## src/rtl/picosoc_bus_arbiter.sv

```systemverilog
// picosoc_bus_arbiter: two-master / one-slave arbiter for the PicoSoC native
// valid/ready memory bus. Round-robin between the CPU (m0) and DMA (m1), with
// the grant held until the transaction completes, plus a bus timeout watchdog
// that force-completes with ERR_RDATA and records the failing master/address.
//
// Ports:
//   clk, resetn                      clock, async active-low reset
//   m0_* / m1_*                      master request (valid/wstrb/addr/wdata)
//                                    and completion (ready/rdata)
//   s_*                              downstream slave request / completion
//   err_flag, err_master, err_addr   sticky timeout record
//   err_clr                          single-cycle clear of err_flag
module picosoc_bus_arbiter #(
   parameter int unsigned TIMEOUT   = 255,
   parameter logic [31:0] ERR_RDATA = 32'hFFFF_FFFF
) (
   input  logic        clk,
   input  logic        resetn,

   input  logic        m0_valid,
   output logic        m0_ready,
   input  logic [3:0]  m0_wstrb,
   input  logic [31:0] m0_addr,
   input  logic [31:0] m0_wdata,
   output logic [31:0] m0_rdata,

   input  logic        m1_valid,
   output logic        m1_ready,
   input  logic [3:0]  m1_wstrb,
   input  logic [31:0] m1_addr,
   input  logic [31:0] m1_wdata,
   output logic [31:0] m1_rdata,

   output logic        s_valid,
   input  logic        s_ready,
   output logic [3:0]  s_wstrb,
   output logic [31:0] s_addr,
   output logic [31:0] s_wdata,
   input  logic [31:0] s_rdata,

   output logic        err_flag,
   input  logic        err_clr,
   output logic        err_master,
   output logic [31:0] err_addr
);

   // Counter is at least one bit wide so a disabled watchdog still elaborates.
   localparam int unsigned  CW      = (TIMEOUT == 0) ? 1 : $clog2(TIMEOUT + 1);
   localparam logic [CW-1:0] TO_VAL  = CW'(TIMEOUT);
   localparam logic [CW-1:0] CNT_MAX = '1;

   typedef enum logic {
      IDLE = 1'b0,
      BUSY = 1'b1
   } state_e;

   state_e          state_q, state_d;
   logic            grant_q, grant_d;
   logic            last_q, last_d;
   logic [CW-1:0]   cnt_q, cnt_d;
   logic            err_flag_q, err_flag_d;
   logic            err_master_q, err_master_d;
   logic [31:0]     err_addr_q, err_addr_d;

   logic            busy;
   logic            gnt_valid;
   logic [3:0]      gnt_wstrb;
   logic [31:0]     gnt_addr;
   logic [31:0]     gnt_wdata;
   logic            done;
   logic            timeout_hit;

   // Granted master's request, selected by the registered grant.
   always_comb begin
      busy      = (state_q == BUSY);
      gnt_valid = grant_q ? m1_valid : m0_valid;
      gnt_wstrb = grant_q ? m1_wstrb : m0_wstrb;
      gnt_addr  = grant_q ? m1_addr  : m0_addr;
      gnt_wdata = grant_q ? m1_wdata : m0_wdata;
      done      = busy && gnt_valid && s_ready;
      // s_ready in the same cycle takes priority over the watchdog.
      timeout_hit = (TIMEOUT != 0) && busy && gnt_valid && !s_ready
                    && (cnt_q == TO_VAL);
   end

   // Slave request and master completion paths (combinational by design).
   always_comb begin
      s_valid = 1'b0;
      s_wstrb = 4'h0;
      s_addr  = 32'h0;
      s_wdata = 32'h0;
      if (busy) begin
         s_valid = gnt_valid && !timeout_hit;
         s_wstrb = gnt_wstrb;
         s_addr  = gnt_addr;
         s_wdata = gnt_wdata;
      end
      m0_ready = (done || timeout_hit) && !grant_q;
      m1_ready = (done || timeout_hit) &&  grant_q;
      m0_rdata = timeout_hit ? ERR_RDATA : s_rdata;
      m1_rdata = timeout_hit ? ERR_RDATA : s_rdata;
   end

   // Next-state: arbitration, completion, watchdog and error record.
   always_comb begin
      state_d      = state_q;
      grant_d      = grant_q;
      last_d       = last_q;
      cnt_d        = cnt_q;
      err_flag_d   = err_flag_q;
      err_master_d = err_master_q;
      err_addr_d   = err_addr_q;

      case (state_q)
         IDLE: begin
            if (m0_valid || m1_valid) begin
               // On a tie the master that did not complete last wins.
               grant_d = (m0_valid && m1_valid) ? !last_q : m1_valid;
               cnt_d   = '0;
               state_d = BUSY;
            end
         end
         BUSY: begin
            if (!gnt_valid) begin
               // Master abandoned the request: drop it without touching last.
               state_d = IDLE;
            end else if (done || timeout_hit) begin
               state_d = IDLE;
               last_d  = grant_q;
            end else if (cnt_q != CNT_MAX) begin
               cnt_d = cnt_q + CW'(1);
            end
         end
         default: state_d = IDLE;
      endcase

      // A timeout capture overrides a coincident clear.
      if (timeout_hit) begin
         err_flag_d   = 1'b1;
         err_master_d = grant_q;
         err_addr_d   = gnt_addr;
      end else if (err_clr) begin
         err_flag_d = 1'b0;
      end
   end

   always_ff @(posedge clk or negedge resetn) begin
      if (!resetn) begin
         state_q      <= IDLE;
         grant_q      <= 1'b0;
         last_q       <= 1'b1;
         cnt_q        <= '0;
         err_flag_q   <= 1'b0;
         err_master_q <= 1'b0;
         err_addr_q   <= 32'h0;
      end else begin
         state_q      <= state_d;
         grant_q      <= grant_d;
         last_q       <= last_d;
         cnt_q        <= cnt_d;
         err_flag_q   <= err_flag_d;
         err_master_q <= err_master_d;
         err_addr_q   <= err_addr_d;
      end
   end

   assign err_flag   = err_flag_q;
   assign err_master = err_master_q;
   assign err_addr   = err_addr_q;

endmodule

```

## config.mk

```make
export PLATFORM = sky130hd
export DESIGN_NAME = picosoc_bus_arbiter
export DESIGN_NICKNAME = d
export VERILOG_FILES = /design/src/rtl/picosoc_bus_arbiter.sv
export SDC_FILE = /design/constraint.sdc
export NUM_CORES = 1
export LEC_CHECK = 0
export ABC_AREA = 0
export CAP_MARGIN = 10
export CORE_AREA = 3 3 132 134
export DETAILED_ROUTE_END_ITERATION = 8
export DIE_AREA = 0 0 135 137
export SLEW_MARGIN = 20
export SYNTH_ARGS = -nofsm -noshare
export SYNTH_HDL_FRONTEND = slang
export SYNTH_SLANG_ARGS = --single-unit
```

## constraint.sdc

```tcl
create_clock -name clk -period 3.3 [get_ports clk]
set_input_delay 0.495 -clock clk [delete_from_list [all_inputs] [get_ports clk]]
set_output_delay 0.495 -clock clk [all_outputs]
set_load 0.01 [all_outputs]
```

After elaboration in Yosys (flattened, before gate mapping)
Cells that the tools add are included.
Word-level totals
  register bits after elaboration: 45
  output and inout port bits: 169
  word-level logic and storage cells: 54
  input port bits: 174
Cells by class
  equal/unequal tests: 6
  $add $sub $neg: 1
  mux-type cells: 21
  reductions and logical operators: 18
  bitwise gates (word level): 1
Operators by type and width (count)
  32-bit 2-to-1 mux: 5
  8-bit 2-to-1 mux: 4
  8-bit case mux with 2 select lines: 1
  8-bit by 1-bit adder with 8-bit output, second input constant: 1
  8-bit == test, second input constant: 1
  1-bit logical AND: 8
  1-bit 2-to-1 mux: 8
  4-bit 2-to-1 mux: 2
  8-bit != test, second input constant: 1
  1-bit logical NOT: 4
  2-bit by 1-bit != test with 1-bit output, second input constant: 2
  2-bit != test, second input constant: 2
  4-bit AND reduction: 1
  3-bit AND reduction: 1
  1-bit logical OR: 2
  1-bit case mux with 2 select lines: 1
  2-bit AND reduction: 1
  2-bit nonzero test: 1
  1-bit NOT: 1

Depth between registers and ports, before layout
Gate-level depths: netlist of the first run.
  word-level depth: 8
  mapped depth: 6
  mapped depth without buffers: 5

Worst setup path before layout of the first run
No wires, ideal clock.
  path type: flip-flop to output port
  start point: register grant_q
  end point: output m1_rdata[27]
  arrival: 1.706 ns
  stages on the path, launching flop included: 7
  required time: 2.805 ns
  path buffers: 3
  slack: 1.099 ns
  cell sequence: dfrtp_1 > buf_4 > mux2i_2 > nor4_4 > clkbuf_1 > or2_2 > buf_4
Between the ends
  word-level cells in the longest chain between the ends: 5
RTL lines
  start: declaration: line 58  | logic grant_q, grant_d;
  start signal: assignment: line 158  | grant_q <= grant_d;
  1-bit 2-to-1 mux: line 76  | gnt_valid = grant_q ? m1_valid : m0_valid;
  1-bit logical AND (2 in series): line 82  | timeout_hit = (TIMEOUT != 0) && busy && gnt_valid && !s_ready
  1-bit logical AND: line 83  | && (cnt_q == TO_VAL);
  32-bit 2-to-1 mux
  end: declaration: line 32  | output logic [31:0] m1_rdata,
No other way between the ends.

Final worst setup path of the first run
  start point: input m0_valid
  end point: output m0_rdata[3]
Between the ends
  word-level cells in the longest chain between the ends: 5
RTL lines
  start: declaration: line 20  | input logic m0_valid,
  1-bit 2-to-1 mux: line 76
  1-bit logical AND (2 in series): line 82
  1-bit logical AND: line 83
  32-bit 2-to-1 mux: line 100  | m0_rdata = timeout_hit ? ERR_RDATA : s_rdata;
  end: declaration: line 25  | output logic [31:0] m0_rdata,
No other way between the ends.

==> results.txt, run 1 <==
status: complete, no violations
mean post-synth cell area: 8.30 µm²
synth cell count leaders: nor2_1 (107), mux2i_1 (70), dfrtp_1 (44)
CORE AREA: 0.0164 mm²
Final Setup Violations: 0
Die H: 137 µm
total vias in the final route: 3814
CP max FO: 48
WHS: 0.305 ns
clock skew: 0.00794 ns
n_diodes: 0
Final Instance Area: 0.00684 mm²
gp weighted congestion: 0.795
worst vdd ir: 0.000395 V
clock-pin slew on the worst setup and hold paths: 0.07 ns
EDFF count, synth: 0
insertion delay of the later-clocked pin in the worst-skew pair: 0.29 ns
count of unique library cells instantiated by Yosys: 34
port bufs: 342
Slew Viols, Final: 0
total negative slack: 0 ns
Seq. cell area: 0.00113 mm²
Syn Inst Count: 393
top_reg_cell synth: dfrtp_1
Worst-Margin Slew: 0.851 ns
r2r endpoint: err_addr[15]
layout cells sized above 1: 7.81%
TritonCTS Sinks: 45
Area contributors post-synth: dfrtp_1 (34%), mux2i_1 (21%), nor2_1 (12%)
worst-case clock buffer depth: 2
worst path arrival time: 2.52 ns
Reg2Reg Setup Slack: 1.18 ns
die width: 135 µm
worst setup path class: primary input to output port
Post-DRT Antenna Nets: 0
share of the synthesized area in the top cell type: 33.7%
H-tree Lvls: 2
Slew headroom: 43.3%
cell with the most instances after synthesis: nor2_1
Tcrit/Tclk final: 91.3%
grt ovf: 0
RSZ-0062 raised after global routing: no
Post-CTS Hold Fix Bufs: 0
reg2reg path depth: 7
drt via density: 4.19
fraction of registers with async set/reset: 100%
fmax: 0.332 GHz
crit path launch type: primary input
CP required: 2.80 ns
Post-route DRC: 0
number of global-route vias before repair: 3732
largest net degree at the start of global routing: 73
crit path time final: 3.01 ns
die area: 0.0185 mm²
Max Cap Viol: 0
area of the multi-input gates: 0.00177 mm²
PD cells: 468 mW/mm²
Num CTS Buffers: 5
final std cells w/o fill: 911
Initial DRC Count: 110
Layout area overhead: 110%
WL per Instance: 16.1 µm
Hold WC Path Type: primary input to asynchronous set/reset pin
initial core utilization: 19.9%
DR pass1 iterations: 4
I/O pins: 343
syn nets: 568
Yosys warnings: 0
Yosys top cell by area: dfrtp_1
first-pass GRT wire length: 21000 µm
Layout fillers: 1584
Layout Nets: 865
antenna violations before repair: 0
endpoint class of the critical path: output port
drt total wl: 14700 µm
Root Driver: clkbuf_16
final hold violations: 0
register area share after synthesis: 34.5%
placed cells: 903
Leakage Power: 2.94 nW
placed instance area: 0.00668 mm²
CTS resizes: 0
FP Rows: 47
post-CTS setup buffers: 0
DP Wirelength: 12000 µm
Mapped Area: 0.00326 mm²
overall routing resource usage: 14.5%
#FFs+latches synth: 45
CTS tree: built
R2R Path Start: cnt_q[0]
==> worst max path at each step <==
stage             start            to  slack [ns]  depth (start not counted)
2_1_floorplan   grant_q  m1_rdata[27]        1.10                          6
3_3_place_gp   m0_valid  m0_rdata[13]        0.31                          6
3_5_place_dp   m0_valid  m1_rdata[28]        0.28                          6
4_1_cts        m0_valid  m1_rdata[28]        0.28                          6
5_1_grt        m0_valid   m0_rdata[3]        0.20                          6
6_report       m0_valid   m0_rdata[3]        0.29                          6
==> kinds of logic (layout without fill, tap and decap cells) <==
logic type	after synthesis	in the layout	synth area share [%]
buffers and inverters	64	362	11.3
DFF	45	45	34.5
adders and majority gates	1	1	0.383
and+or+nand+nor	166	166	23.5
muxes	73	73	22.6
AOI/OAI and AO/OA	44	44	7.71
==> cell usage in the layout, fill, tap and decap left out, types with 2 or more instances in the layout <==
cell type / synthesis / layout
clkdlybuf4s50_1: 0 / 341
nor2_1: 107 / 107
mux2i_1: 70 / 70
dfrtp_1: 44 / 43
or2_2: 32 / 32
a21oi_1: 32 / 32
nand2_1: 8 / 8
inv_1: 5 / 5
clkbuf_16: 0 / 5
buf_4: 33 / 4
nand3_1: 3 / 3
o21ai_0: 3 / 3
nor3_1: 3 / 3
nand4_1: 2 / 2
and4_1: 2 / 2
and3_1: 2 / 2
a21o_1: 2 / 2
or3_1: 2 / 2
o221ai_1: 2 / 2
mux2_2: 2 / 2
nand3b_1: 2 / 2
buf_12: 0 / 2
==> flip-flops by register name, indices dropped and copies added, names as in the netlist <==
signal	flops
grant_q	1
last_q	1
err_flag	1
busy	1
err_addr	32
cnt_q	8
err_master	1
==> layer usage <==
metal / share of wire, % / GRT usage [%] / routed length (µm) / vias up
met5: 0 / 0 / 0 / -
li1: - / - / - / 1871
met1: 39 / 17.1 / 5700 / 1747
met2: 51 / 26.0 / 7490 / 181
met4: 1.4 / 3.42 / 201 / 0
met3: 8.8 / 4.45 / 1290 / 15
==> stage by stage <==
step                worst slack [ns]  utilization, %  power, W
floorplan                       1.10               -   0.00166
global placement               0.313            40.7   0.00268
detailed placement             0.281            40.7   0.00270
CTS                            0.281            41.7   0.00326
global route                   0.199            41.7   0.00339
finish                         0.286            41.7   0.00320
==> final cells by class <==
class | count | area share (%)
timing repair buffer | 348 | 51.0
clock inverter | 2 | 0.238
tap | 220 | 4.02
sequential | 45 | 16.5
clock buffer | 6 | 2.03
inverter | 6 | 0.329
multi-input combinational | 284 | 25.8
==> power by group <==
group          switching, W  leakage (nW)  internal, W
registers         0.0000371         0.619     0.000590
clock network      0.000230        0.0735     0.000305
logic              0.000939          2.25      0.00110
total               0.00121          2.94      0.00200
==> worst max-delay path, stage by stage <==
cell,delay (ns)
clkdlybuf4s50_1,0.53
mux2i_2,0.16
nor4_4,0.35
buf_12,0.24
or2_2,0.16
clkdlybuf4s50_1,0.56
No activity file was read; power rests on OpenSTA's default activity.
==> inputs of run 2 (changes only) <==
Settings changed: SETUP_SLACK_MARGIN set to 0.5.
==> run 2 against run 1 <==
  * Worst setup slack improved by 0.30 ns
  * Register-to-register slack got worse by 0.13 ns
  * Non-clock buffer count rose by 7
  * Flip-flop and latch count did not move
  * Cell count rose by 0.77%
  * Routed wire length rose by 5.2%
  * Sequential power rose by 2%
  * Fmax rose by 11%
  * Cell area rose by 2.7%
==> results.txt, run 2 (synthesis results as in run 1) <==
max FFs per register: 32 (unchanged)
Layout area overhead: 115%
Slowest Stage Delay on Critical Path: 0.51 ns (-0.05 ns)
DP Wirelength: 12000 µm (unchanged)
CP required: 2.80 ns (about the same)
Leakage Power: 3.39 nW (+15%)
final std cells w/o fill: 918 (+0.77%)
Slowest cell on crit path: dfrtp_4
Layout Nets: 872 (+0.81%)
Post-CTS Hold Fix Bufs: 0 (unchanged)
port bufs: 342 (unchanged)
Final Setup Violations: 0 (unchanged)
worst-case clock buffer depth: 2 (unchanged)
most frequent cells in the layout: clkdlybuf4s50_1 (273), nor2_1 (107), mux2i_1 (70)
placed cells: 903 (unchanged)
Worst-Margin Slew: 0.855 ns (+0.00436 ns)
DP Worst Slack: 0.281 ns (unchanged)
commonest non-fill, non-tap cell in the layout: clkdlybuf4s50_1
crit path launch type: flop
Initial DRC Count: 112 (+1.8%)
die width: 135 µm (unchanged)
WL per Instance: 16.8 µm (+4.4%)
placed instance area: 0.00668 mm² (unchanged)
endpoint class of the critical path: output port
clock-pin slew on the worst setup and hold paths: 0.07 ns (about the same)
n_diodes: 0 (unchanged)
top routing layer in use: met4
die area: 0.0185 mm² (unchanged)
critical path cell sequence: mux2i_4 -> nor4_4 -> buf_4 -> buf_4 -> bufbuf_16 -> or2_2 -> dlygate4sd2_1
Num CTS Buffers: 5 (unchanged)
PD cells: 457 mW/mm² (-2.4%)
worst vdd ir: 0.000416 V (+5.5%)
final hold violations: 0 (unchanged)
gp weighted congestion: 0.795 (unchanged)
total negative slack: 0 ns (unchanged)
Final Instance Area: 0.00703 mm² (+2.7%)
Slew Viols, Final: 0 (unchanged)
Root Driver: clkbuf_16
CP max FO: 12 (-75%)
Total Power: 0.00321 W (+0.30%)
r2r endpoint: err_addr[15]
Post-route DRC: 0 (unchanged)
clock skew: 0.00775 ns (-0.000188 ns)
drt via density: 4.22 (+0.72%)
RSZ-0062 raised after global routing: no
total vias in the final route: 3871 (+1.5%)
metal3 WL: 1390 µm (+7.9%)
cell repeated most along the worst path: buf_4
Tcrit/Tclk final: 82.3% (-9.0 points)
R2R Path Start: grant_q
DR pass1 iterations: 4 (unchanged)
number of global-route vias before repair: 3794 (+1.7%)
Slew headroom: 43.0% (-0.29 points)
crit path time final: 2.72 ns (-0.297 ns)
Final WS setup: 0.583 ns (+0.297 ns)
CP top delay family: buffers and inverters
reg2reg path depth: 8 (+1)
fmax: 0.368 GHz (+11%)
initial core utilization: 19.9% (unchanged)
insertion delay of the later-clocked pin in the worst-skew pair: 0.29 ns (about the same)
status: complete, no violations
first-pass GRT wire length: 21700 µm (+3.2%)
FP Rows: 47 (unchanged)
Reg2Reg Setup Slack: 1.05 ns (-0.13 ns)
CORE AREA: 0.0164 mm² (unchanged)
Met1 Wirelength: 5940 µm (+4.2%)
TritonCTS Sinks: 45 (unchanged)
Die H: 137 µm (unchanged)
antenna violations before repair: 0 (unchanged)
I/O pins: 343 (unchanged)
H-tree Lvls: 2 (unchanged)
CP Buf/Inv Count: 4 (+1)
Post-DRT Antenna Nets: 0 (unchanged)
Max Cap Viol: 0 (unchanged)
CTS tree: built
grt ovf: 0 (unchanged)
layout cells sized above 1: 9.31% (+1.5 points)
metal2 WL: 7930 µm (+5.9%)
worst path arrival time: 2.22 ns (-0.30 ns)
drt total wl: 15400 µm (+5.2%)
worst setup path class: flop to output port
Hold WC Path Type: primary input to asynchronous set/reset pin
overall routing resource usage: 15.1% (+0.57 points)
largest net degree at the start of global routing: 73 (unchanged)
==> run 2: how the worst max path moves through the flow <==
stage	endpoint	cells after the start	from	slack [ns]
6_report	m1_rdata[16]	7	grant_q	0.58
5_1_grt	m0_rdata[1]	7	grant_q	0.50
4_1_cts	m1_rdata[28]	8	s_ready	0.30
3_5_place_dp	m1_rdata[28]	6	m0_valid	0.28
3_3_place_gp	m0_rdata[13]	6	m0_valid	0.31
2_1_floorplan	m1_rdata[27]	6	grant_q	1.10
==> run 2: final cells by class <==
type	count	area (µm²)
well taps	220	275
fillers	1581	9380
repair buffers	355	3630
inverters	6	25.0
multi-input cells	284	1810
flip-flops and latches	45	1130
clock buffers	6	139
clock inverters	2	16.3
==> run 2: through the flow <==
step	hold slack, ns	util [%]
after global routing	0.360	42.8
after detailed placement	0.469	40.7
after global placement	0.473	40.7
after floorplan	0.199	-
final	0.305	42.8
after CTS	0.333	42.0
==> run 2: metal layers <==
| layer | vias to the layer above | GRT usage (%) |
|---|---|---|
| li1 | 1884 | - |
| met1 | 1792 | 17.9 |
| met2 | 182 | 27.0 |
| met3 | 13 | 4.45 |
| met4 | 0 | 3.42 |
| met5 | - | 0 |
==> run 2: where the power goes <==
part           switching (W)  internal (W)  leakage [nW]  total [W]
Combinational       0.000942       0.00110          2.70    0.00204
Clock               0.000229      0.000304        0.0735   0.000533
Sequential         0.0000480      0.000591         0.617   0.000639
Total                0.00122       0.00199          3.39    0.00321
==> run 2: what timing repair did <==
action / 4_1_cts / 5_1_grt
gates resized for setup: 33 / 45
setup buffers: 3 / 2
setup endpoints to repair: 65 / 86
cloned: 2 / 0
